$ cat src/rtl/seq_pkg.sv
// Shared definitions for the serial pattern transmitter and the benches
// that drive the 1010 detector path.
package seq_pkg;

    // Transmitter FSM encoding; values are fixed so waveforms read the same everywhere.
    typedef enum logic [1:0] {
        IDLE  = 2'd0,
        SHIFT = 2'd1,
        GAP   = 2'd2,
        FIN   = 2'd3
    } state_t;

    // Canonical stimulus pattern used by the detector benches.
    localparam logic [3:0] DEFAULT_PATTERN = 4'b1010;

endpackage

$ cat src/rtl/seq_tx_shifter.sv
// Frame shift register: holds the pattern of the frame being sent, MSB
// aligned with the bit currently on the line, plus a down-counting bit
// index so the controller knows when the final bit of a frame is out.
module seq_tx_shifter #(
    parameter int PAT_W = 4
) (
    input  logic             clk,
    input  logic             rst,
    input  logic             load,
    input  logic             shift,
    input  logic [PAT_W-1:0] load_val,
    output logic             next_bit,
    output logic             last_bit
);

    localparam int IDX_W = (PAT_W > 2) ? $clog2(PAT_W) : 1;

    logic [PAT_W-1:0] sr_reg;
    logic [IDX_W-1:0] idx_reg;

    // Load a fresh frame or advance one bit; load wins when both are requested.
    always_ff @(posedge clk or posedge rst) begin
        if (rst) begin
            sr_reg  <= '0;
            idx_reg <= '0;
        end else if (load) begin
            sr_reg  <= load_val;
            idx_reg <= IDX_W'(PAT_W - 1);
        end else if (shift) begin
            sr_reg  <= {sr_reg[PAT_W-2:0], 1'b0};
            idx_reg <= idx_reg - IDX_W'(1);
        end
    end

    // The bit that follows the one currently on the line.
    assign next_bit = sr_reg[PAT_W-2];
    // The bit currently on the line is the frame's LSB.
    assign last_bit = (idx_reg == '0);

endmodule

$ cat src/rtl/seq_pattern_tx.sv
// Serial pattern transmitter: sends a captured pattern MSB-first for a
// programmed number of frames, with optional idle gaps between frames.
// Every output is a register computed from the next state, so dout and
// dout_valid line up with the cycle the FSM is actually in.
module seq_pattern_tx
    import seq_pkg::*;
#(
    parameter int PAT_W = 4,
    parameter int CNT_W = 8,
    parameter int GAP_W = 4
) (
    input  logic             clk,
    input  logic             rst,
    input  logic             start,
    input  logic             abort,
    input  logic [PAT_W-1:0] pattern,
    input  logic [CNT_W-1:0] repeat_cnt,
    input  logic [GAP_W-1:0] gap_len,
    output logic             dout,
    output logic             dout_valid,
    output logic             busy,
    output logic             done,
    output logic [CNT_W-1:0] frame_cnt
);

    state_t           state_reg, state_next;
    logic [PAT_W-1:0] pattern_reg;
    logic [GAP_W-1:0] gap_reg;
    logic [GAP_W-1:0] gap_cnt_reg;
    logic [CNT_W-1:0] frames_left_reg;
    logic [CNT_W-1:0] frame_cnt_reg;
    logic             dout_reg, dout_valid_reg, busy_reg, done_reg;

    logic             capture, load, shift, frame_inc, gap_load, gap_dec;
    logic             dout_next;
    logic [PAT_W-1:0] load_val;
    logic             next_bit, last_bit;

    // On an accepted start the shifter must see the live input, not the stale capture.
    assign load_val = capture ? pattern : pattern_reg;

    seq_tx_shifter #(.PAT_W(PAT_W)) u_shifter (
        .clk      (clk),
        .rst      (rst),
        .load     (load),
        .shift    (shift),
        .load_val (load_val),
        .next_bit (next_bit),
        .last_bit (last_bit)
    );

    // State register.
    always_ff @(posedge clk or posedge rst) begin
        if (rst) state_reg <= IDLE;
        else     state_reg <= state_next;
    end

    // Next-state decode plus the datapath strobes and the next line bit.
    always_comb begin
        state_next = state_reg;
        capture    = 1'b0;
        load       = 1'b0;
        shift      = 1'b0;
        frame_inc  = 1'b0;
        gap_load   = 1'b0;
        gap_dec    = 1'b0;
        dout_next  = 1'b0;
        unique case (state_reg)
            IDLE: begin
                if (start && !abort) begin
                    capture = 1'b1;
                    if (repeat_cnt == '0) begin
                        state_next = FIN;
                    end else begin
                        state_next = SHIFT;
                        load       = 1'b1;
                        dout_next  = pattern[PAT_W-1];
                    end
                end
            end
            SHIFT: begin
                if (abort) begin
                    state_next = FIN;
                end else if (last_bit) begin
                    frame_inc = 1'b1;
                    if (frames_left_reg == CNT_W'(1)) begin
                        state_next = FIN;
                    end else if (gap_reg == '0) begin
                        // Back-to-back frame: next MSB with no bubble.
                        load      = 1'b1;
                        dout_next = pattern_reg[PAT_W-1];
                    end else begin
                        state_next = GAP;
                        gap_load   = 1'b1;
                    end
                end else begin
                    shift     = 1'b1;
                    dout_next = next_bit;
                end
            end
            GAP: begin
                if (abort) begin
                    state_next = FIN;
                end else if (gap_cnt_reg == GAP_W'(1)) begin
                    state_next = SHIFT;
                    load       = 1'b1;
                    dout_next  = pattern_reg[PAT_W-1];
                end else begin
                    gap_dec = 1'b1;
                end
            end
            FIN: begin
                state_next = IDLE;
            end
            default: state_next = IDLE;
        endcase
    end

    // Job parameters, frame accounting and gap timer.
    always_ff @(posedge clk or posedge rst) begin
        if (rst) begin
            pattern_reg     <= '0;
            gap_reg         <= '0;
            frames_left_reg <= '0;
            frame_cnt_reg   <= '0;
            gap_cnt_reg     <= '0;
        end else begin
            if (capture) begin
                pattern_reg     <= pattern;
                gap_reg         <= gap_len;
                frames_left_reg <= repeat_cnt;
                frame_cnt_reg   <= '0;
            end else if (frame_inc) begin
                frames_left_reg <= frames_left_reg - CNT_W'(1);
                frame_cnt_reg   <= frame_cnt_reg + CNT_W'(1);
            end
            if (gap_load)     gap_cnt_reg <= gap_reg;
            else if (gap_dec) gap_cnt_reg <= gap_cnt_reg - GAP_W'(1);
        end
    end

    // Registered outputs derived from the state being entered.
    always_ff @(posedge clk or posedge rst) begin
        if (rst) begin
            dout_reg       <= 1'b0;
            dout_valid_reg <= 1'b0;
            busy_reg       <= 1'b0;
            done_reg       <= 1'b0;
        end else begin
            dout_reg       <= dout_next;
            dout_valid_reg <= (state_next == SHIFT);
            busy_reg       <= (state_next != IDLE);
            done_reg       <= (state_next == FIN);
        end
    end

    assign dout       = dout_reg;
    assign dout_valid = dout_valid_reg;
    assign busy       = busy_reg;
    assign done       = done_reg;
    assign frame_cnt  = frame_cnt_reg;

endmodule

$ cat config.mk
export PLATFORM = sky130hd
export DESIGN_NAME = seq_pattern_tx
export DESIGN_NICKNAME = d
export VERILOG_FILES = /design/src/rtl/seq_pkg.sv /design/src/rtl/seq_tx_shifter.sv /design/src/rtl/seq_pattern_tx.sv
export SDC_FILE = /design/constraint.sdc
export NUM_CORES = 1
export LEC_CHECK = 0
export CORE_MARGIN = 4
export CORE_UTILIZATION = 50
export DETAILED_ROUTE_END_ITERATION = 12
export GPL_ROUTABILITY_DRIVEN = 0
export PLACE_DENSITY = 0.76
export RECOVER_POWER = 100
export SLEW_MARGIN = 30
export SYNTH_ARGS = -nofsm -noshare
export SYNTH_HDL_FRONTEND = slang
export SYNTH_SLANG_ARGS = --single-unit
$ cat constraint.sdc
create_clock -name clk -period 5.6 [get_ports clk]
set_input_delay 1.12 -clock clk [delete_from_list [all_inputs] [get_ports clk]]
set_output_delay 1.12 -clock clk [all_outputs]
set_load 0.05 [all_outputs]
== After elaboration in Yosys (flattened, before gate mapping) ==
Cells that the tools add are included.

* Multiplexer cells: 54
* Reductions and logical operators: 10
* Add/subtract/negate cells: 4
* Eq/ne operators: 7

{| class="wikitable"
|+ Operators by type and width
! kind !! count
|-
| two-way mux 1 bit || 32
|-
| two-way mux 8 bit || 4
|-
| two-way mux 2 bit || 10
|-
| two-way mux 4 bit || 3
|-
| adder 8 x 1 -> 8 bit, second input constant || 1
|-
| equality test 8 x 1 -> 1 bit, second input constant || 1
|-
| zero test 8 bit || 1
|-
| one-hot mux 2 bit (4 select lines) || 1
|-
| nonzero test 2 bit || 4
|-
| subtractor 8 x 1 -> 8 bit, second input constant || 1
|-
| equality test 2 bit, second input constant || 3
|-
| two-way mux 3 bit || 2
|-
| one-hot mux 1 bit (3 select lines) || 2
|-
| equality test 2 x 1 -> 1 bit, second input constant || 2
|-
| equality test 4 x 1 -> 1 bit, second input constant || 1
|-
| zero test 2 bit || 2
|-
| zero test 4 bit || 1
|-
| subtractor 4 x 1 -> 4 bit, second input constant || 1
|-
| subtractor 2 x 1 -> 2 bit, second input constant || 1
|-
| logical AND 1 bit || 1
|-
| zero test 1 bit || 1
|}

* Word-level logic and storage cells: 87
* Flip-flop bits (word level): 39
* Output and inout bits: 12

== Longest topological paths before layout ==
Gate-level depths: netlist of run 1.

* Depth in word-level cells: 7
* Depth in mapped cells: 7

== By module ==
From an unflattened synthesis of run 1, not the netlist that was laid out.

* Cell total of the unflattened synthesis: 210
* Area, all modules: 2008.2 um^2

{| class="wikitable"
|+ Modules (own cells, without submodules)
! module !! area an instance (um^2) !! seq. area each (um^2) !! cells an instance !! instances
|-
| seq_pattern_tx || 1762.9 || 850.8 || 186 || 1
|-
| seq_tx_shifter || 245.2 || 125.1 || 24 || 1
|}

== Worst setup path after synthesis of run 1 ==
No wires, ideal clock.

* Path type: input-to-reg
* From: input abort
* To: register u_shifter.sr_reg[0]
* Data arrival time: 2.354 ns
* Slack: 3.121 ns
* Buffers on the path: 2
* Setup time: 0.125 ns
* Stages on the path: 6
* Cells stage by stage: buf_2 > or4b_1 > clkbuf_1 > nand2_1 > nand2_1 > mux2_4

* Word-level cells in the longest chain between the ends: 6
* Elaborated cells between the ends (all ways): 13
* Classes of those cells: 10 x mux; 3 x reduce/logical

{| class="wikitable"
|+ RTL lines
! item !! line !! source
|-
| start: declaration || seq_pattern_tx.sv:15 || <nowiki>input logic abort,</nowiki>
|-
| zero test 1 bit || seq_pattern_tx.sv:70 || <nowiki>if (start && !abort) begin</nowiki>
|-
| logical AND 1 bit || seq_pattern_tx.sv:70 ||
|-
| two-way mux 1 bit || seq_pattern_tx.sv:70 ||
|-
| two-way mux 1 bit || seq_pattern_tx.sv:68 || <nowiki>unique case (state_reg)</nowiki>
|-
| two-way mux 4 bit || -- ||
|-
| via load_val[0] || seq_pattern_tx.sv:36 || <nowiki>logic [PAT_W-1:0] load_val;</nowiki>
|-
| two-way mux 3 bit || seq_tx_shifter.sv:26 || <nowiki>end else if (load) begin</nowiki>
|-
| end signal: assignment || seq_tx_shifter.sv:27 || <nowiki>sr_reg <= load_val;</nowiki>
|-
| end signal: assignment || seq_tx_shifter.sv:30 || <nowiki>sr_reg <= {sr_reg[PAT_W-2:0], 1'b0};</nowiki>
|-
| end: declaration || seq_tx_shifter.sv:18 || <nowiki>logic [PAT_W-1:0] sr_reg;</nowiki>
|}

The timed path passes the listed nets, and every way through them passes these cells.
A chain may end at the register's enable or synchronous reset.

== Worst setup path after layout of run 1 ==
* From: input abort
* To: register u_shifter.sr_reg[1]

* Word-level cells in the longest chain between the ends: 6
* Elaborated cells between the ends (all ways): 13
* Classes of those cells: 10 x mux; 3 x reduce/logical

{| class="wikitable"
|+ RTL lines
! item !! line
|-
| zero test 1 bit || seq_pattern_tx.sv:70
|-
| logical AND 1 bit || seq_pattern_tx.sv:70
|-
| two-way mux 1 bit || seq_pattern_tx.sv:70
|-
| two-way mux 1 bit || seq_pattern_tx.sv:68
|-
| two-way mux 4 bit || --
|-
| two-way mux 3 bit || seq_tx_shifter.sv:26
|}

Parallel ways exist; a longest one is shown, timed or not.

==> reports/results.ini, run 1 <==
[timing]
whs_ns = 0.4809
final_hold_viol_count = 0
final.setup_skew_ns = 0.009245
min_period_ns = 3.728
fmax_mhz = 268.3
rsz0062_at_grt = no
slew_headroom = -0.4035
slew_viol_final = 40
setup_viol = 0
worst_pin_slew_ns = 2.105
final.setup.tns_ns = 0
fin_crit_sh = 0.6656

[final_layout]
insertedDiodeCount = 0
final_cell_mix = dfrtp_1 (39), nand2_1 (36), clkdlybuf4s50_1 (17), nor2_1 (14), dlygate4sd3_1 (14)
mostFrequentLayoutCell = dfrtp_1
drive_above_1_share = 0.07347
final_nets = 270
area_growth_pct = 20.22

[drt]
route.detailed.drc = 0
firstDrtPassIters = 4
drtIter0Drc = 89
vias_per_cell = 5.688
wl_per_cell_um = 15.11
postRouteAntennaNets = 0
routed_wl_um = 4457
vias = 1678

[global_routing]
antenna_found_initial = 0
track_usage = 0.1833
globalRoute.totalOverflow = 0
grt_pass1_vias = 1567
grt_pass1_wl_um = 7458
grt_max_degree = 40

[synthesis]
yosys-top-cells-area = dfrtp_1 (47%), nand2_1 (6.5%), ha_1 (3.6%), mux2_4 (3.6%), o21ai_0 (2.9%)
synthArstFlopShare = 1.000
syn-cell-area_sq_mm = 0.002092
synth_seq_cells = 39
syn_nets = 238
synth_ff_type = dfrtp_1
yosysUniqueCellTypes = 47
syn_inst = 212
synthDominantAreaCellType = dfrtp_1
synth_edf_count = 0
syn_area_per_cell_sq_um = 9.868
synth.top_cell.area_share = 0.4665
synth_warnings = 0
yosysSeqAreaShare = 0.4665

[worst_setup_path]
setup.worst_path.start = abort
cp-end-kind = flip-flop
reg2reg_from = state_reg[1]
crit_end = u_shifter.sr_reg[1]
path_class = in -> reg
ff2ff_setup_slack_ns = 2.93
cp-start-kind = input port
crit_fanout = 14
critPathRequiredTime_ns = 5.79
critPathArrivalTime_ns = 3.92
rr_worst_depth = 4
reg2reg_to = u_shifter.sr_reg[1]

[cts]
clock-sinks = 39
clk_latency_ns = 0.30
cts_setup_buffers = 0
cts-root-buf = clkbuf_8
holdBufCountCts = 0
clk_path_buf_depth = 2
cts_made_buffers = 5
clkTransAtPathRegs_ns = 0.08
tritoncts = done
cts_max_level = 2
cts_resized = 0

[pwr]
power_frac_clock = 0.204
comb_power_share = 0.382
p_leak_uw = 0.001157
vdd_drop_max_v = 0.0002064
switching_power_uw = 464.6
power_uw = 1183
switching_share = 0.3926
seq_power_share = 0.414
internal_power_uw = 718.9
p_per_area_mw_per_mm2 = 470.6

[place]
portBuffers = 31
dp_hpwl_um = 3092

[flow_run]
drv_cap = 1

[floorplanning]
core_area_sq_mm = 0.004029
die_x_um = 72.69
die_h_um = 72.69
initial_core_util = 0.5193
ios = 32
row_count = 23
die_area_sq_mm = 0.005283

[min_path]
min_path_type = reg -> reg

[run_status]
violations = max-capacitance violations, max-slew violations
outcome = finished with violations

stage by stage:
step                      utilization  instances  cell area (sq um)  setup slack, ns
after floorplan                     -        212               2092            3.121
after global placement         0.6043        287               2435            1.962
after detailed placement       0.6043        287               2435            1.912
after CTS                      0.6323        295               2547            2.225
after global routing           0.6242        295               2515            1.652
final                          0.6242        295               2515            1.872
cells in the mapped netlist, types with 2 or more instances:
master,instances
or4b_1,2
dfrtp_1,39
o311ai_0,3
xor2_1,5
ha_1,6
o211ai_1,3
o21ai_0,12
a211o_1,2
mux2_4,5
a32oi_1,2
buf_6,2
clkbuf_1,4
nand2_1,36
nor2_1,14
buf_2,3
nand2b_1,2
nor3b_1,3
a21oi_1,9
nand3_1,4
nand4_1,3
or4_1,2
xnor2_1,4
inv_1,13
or3_1,2
nor3_1,8
nor4_1,3
area by class of cell:
cell class	instances	area (sq um)
clock buffer	5	68.82
sequential	39	975.9
tap	50	62.56
timing repair buffer	34	321.6
inverter	13	48.80
clock inverter	3	43.79
fill	355	1514
multi-input combinational	151	993.5
per-layer routing:
| layer | track usage | wire length [um] | up-vias | share of wire |
|---|---|---|---|---|
| li1 | - | - | 820 | - |
| met1 | 0.2555 | 2011 | 798 | 0.45 |
| met2 | 0.2635 | 2069 | 50 | 0.46 |
| met3 | 0.04545 | 259 | 10 | 0.058 |
| met4 | 0.09426 | 117 | 0 | 0.026 |
| met5 | 0 | 0 | - | 0 |
power groups by stage:
stage,registers (uW),logic (uW),clock network [uW]
final,490,452,241
after global routing,506,504,256
after CTS,489,469,246
after detailed placement,494,465,0
after global placement,492,453,0
after floorplan,515,329,0
logic make-up (layout without fill, tap and decap cells):
kind of cell    after synthesis  count (layout)  synth area share
simple gates                 88              88            0.2273
compound gates               42              42            0.1430
flops                        39              39            0.4665
buf+inv                      22              55           0.04844
xor+xnor                      9               9           0.03768
fa+ha+maj                     6               6           0.03588
mux                           6               6           0.04127
how the worst min path moves through the flow:
stage                   startpoint        endpoint  slack (ns)  cells after the start
floorplan           pattern_reg[0]  pattern_reg[0]        0.44                      2
global placement    pattern_reg[0]  pattern_reg[0]        0.46                      2
detailed placement  pattern_reg[2]  pattern_reg[2]        0.46                      2
CTS                 pattern_reg[2]  pattern_reg[2]        0.48                      2
global route        pattern_reg[2]  pattern_reg[2]        0.51                      2
finish              pattern_reg[2]  pattern_reg[2]        0.48                      2
critical path: stages:
cell and delay, ns:
dlygate4sd3_1 0.80, nand4bb_1 0.53, a21oi_1 0.19, a221oi_1 0.93, mux2_4 0.35
Note: power is estimated with default switching activity, not from simulation.
==> run 2: changes to the inputs <==
- clock period: 5.6 -> 3.6 ns (I/O delays scaled with it)
==> reports/results.ini, run 2 (synthesized netlist as in run 1, its figures left out) <==
[run_status]
outcome = finished with violations
violations = max-capacitance violations, max-slew violations

[cts]
cts_resized = 0  ; unchanged
holdBufCountCts = 0  ; unchanged
cts_max_level = 2  ; unchanged
clk_path_buf_depth = 2  ; unchanged
clock-sinks = 39  ; unchanged
cts_made_buffers = 5  ; unchanged
cts_setup_buffers = 0  ; unchanged
clk_latency_ns = 0.29  ; about the same
clkTransAtPathRegs_ns = 0.07  ; about the same
cts-root-buf = clkbuf_8
tritoncts = done

[drt]
vias = 1624  ; -3.2%
wl_per_cell_um = 14.24  ; -5.8%
vias_per_cell = 5.468  ; -3.9%
firstDrtPassIters = 4  ; unchanged
postRouteAntennaNets = 0  ; unchanged
route.detailed.drc = 0  ; unchanged
drtIter0Drc = 88  ; -1.1%
routed_wl_um = 4228  ; -5.1%

[final_layout]
mostFrequentLayoutCell = dfrtp_1
fill_cells = 358  ; +0.85%
fin_cells = 297  ; +0.68%
drive_above_1_share = 0.08097  ; +0.007502
insertedDiodeCount = 0  ; unchanged
final_util = 0.6264  ; +0.002174
final_nets = 272  ; +0.74%
area_growth_pct = 20.63
final_cell_mix = dfrtp_1 (39), nand2_1 (36), clkdlybuf4s50_1 (18), nor2_1 (14)

[timing]
final.setup.tns_ns = 0  ; unchanged
worst_pin_slew_ns = 2.042  ; -0.06347 ns
final.setup_skew_ns = 0.005235  ; -0.004011 ns
postLayoutSetupSlackWorst_ns = 0.5827  ; -1.290 ns
fmax_mhz = 331.4
setup_viol = 0  ; unchanged
min_period_ns = 3.017
rsz0062_at_grt = no
slew_headroom = -0.3612  ; +0.04231
fin_crit_sh = 0.8381
slew_viol_final = 40  ; unchanged
final_hold_viol_count = 0  ; unchanged

[worst_setup_path]
slowest_delay_ns = 0.89  ; -0.04 ns
critPathRequiredTime_ns = 3.77  ; -2.02 ns
path_cells = dlygate4sd3_1 -> nand4bb_1 -> buf_4 -> a21oi_2 -> a221oi_1 -> mux2_4
cp_slowest_cell = a221oi_1
critical_path.top_delay_family = buffers and inverters
crit_buf_inv = 2  ; +1
path_class = in -> reg
cp-end-kind = flip-flop
cp-start-kind = input port
critPathArrivalTime_ns = 3.19  ; -0.73 ns
crit_fanout = 14  ; unchanged

[pwr]
vdd_drop_max_v = 0.0003850  ; +87%
p_leak_uw = 0.001162  ; +0.46%
p_per_area_mw_per_mm2 = 727.6  ; +55%

[global_routing]
grt_pass1_vias = 1578  ; +0.70%
track_usage = 0.1801  ; -0.003248
grt_max_degree = 40  ; unchanged
antenna_found_initial = 0  ; unchanged
grt_pass1_wl_um = 7493  ; +0.47%
globalRoute.totalOverflow = 0  ; unchanged

[floorplanning]
row_count = 23  ; unchanged
initial_core_util = 0.5193  ; unchanged
die_x_um = 72.69  ; unchanged
die_area_sq_mm = 0.005283  ; unchanged
ios = 32  ; unchanged
core_area_sq_mm = 0.004029  ; unchanged
die_h_um = 72.69  ; unchanged

[min_path]
min_path_type = reg -> reg

[place]
portBuffers = 31  ; unchanged
dp_hpwl_um = 2982  ; -3.6%
post-place-ws_ns = 0.6386  ; -1.273 ns
dp.cells = 289  ; +0.70%

[flow_run]
drv_cap = 1  ; unchanged

run 2: path summary, 6_finish.rpt:
check,from,to,slack [ns],depth (start not counted)
hold reg to reg,pattern_reg[2],pattern_reg[2],0.49,2
min in group asynchronous,rst,gap_reg[0],1.47,3
max in group asynchronous,rst,pattern_reg[3],0.96,3
hold / removal,pattern_reg[2],pattern_reg[2],0.49,2
setup reg to reg,frames_left_reg[1],u_shifter.sr_reg[2],1.02,6
setup / recovery,abort,u_shifter.sr_reg[2],0.58,6
run 2: metrics by stage:
| stage | cell area [sq um] | hold WS, ns | total power [uW] |
|---|---|---|---|
| floorplan | 2092 | 0.4408 | 1312 |
| global placement | 2450 | 0.4594 | 1482 |
| detailed placement | 2450 | 0.4621 | 1494 |
| CTS | 2567 | 0.4823 | 1880 |
| global route | 2524 | 0.5149 | 1978 |
| finish | 2524 | 0.4851 | 1836 |
run 2: layout make-up:
type / count / area, sq um / share of cell area
clock inverters: 2 / 35.03 / 0.01388
inverters: 13 / 48.80 / 0.01934
flip-flops and latches: 39 / 975.9 / 0.3867
multi-input cells: 151 / 982.2 / 0.3892
well taps: 50 / 62.56 / 0.02479
clock buffers: 6 / 82.58 / 0.03272
repair buffers: 36 / 336.6 / 0.1334
run 2: where the power goes:
group	total (uW)	leakage [uW]	switching, uW	internal (uW)
combinational	702	0.000608	393	309
sequential	760	0.000493	156	604
clock	375	0.0000612	150	224
run 2: routing by layer:
layer / vias to the layer above / track usage / part of all wire
met5: - / 0 / 0
met4: 0 / 0.06762 / 0.013
met3: 6 / 0.04270 / 0.039
met2: 26 / 0.2625 / 0.46
met1: 775 / 0.2597 / 0.49
li1: 817 / - / -
run 2: worst register-to-register path, cell delays in order (launching register included):
cell and delay (ns):
dfrtp_1 0.41, inv_1 0.09, ha_1 0.17, nor3b_1 0.41, a21oi_2 0.14, a221oi_1 0.89, mux2_4 0.35
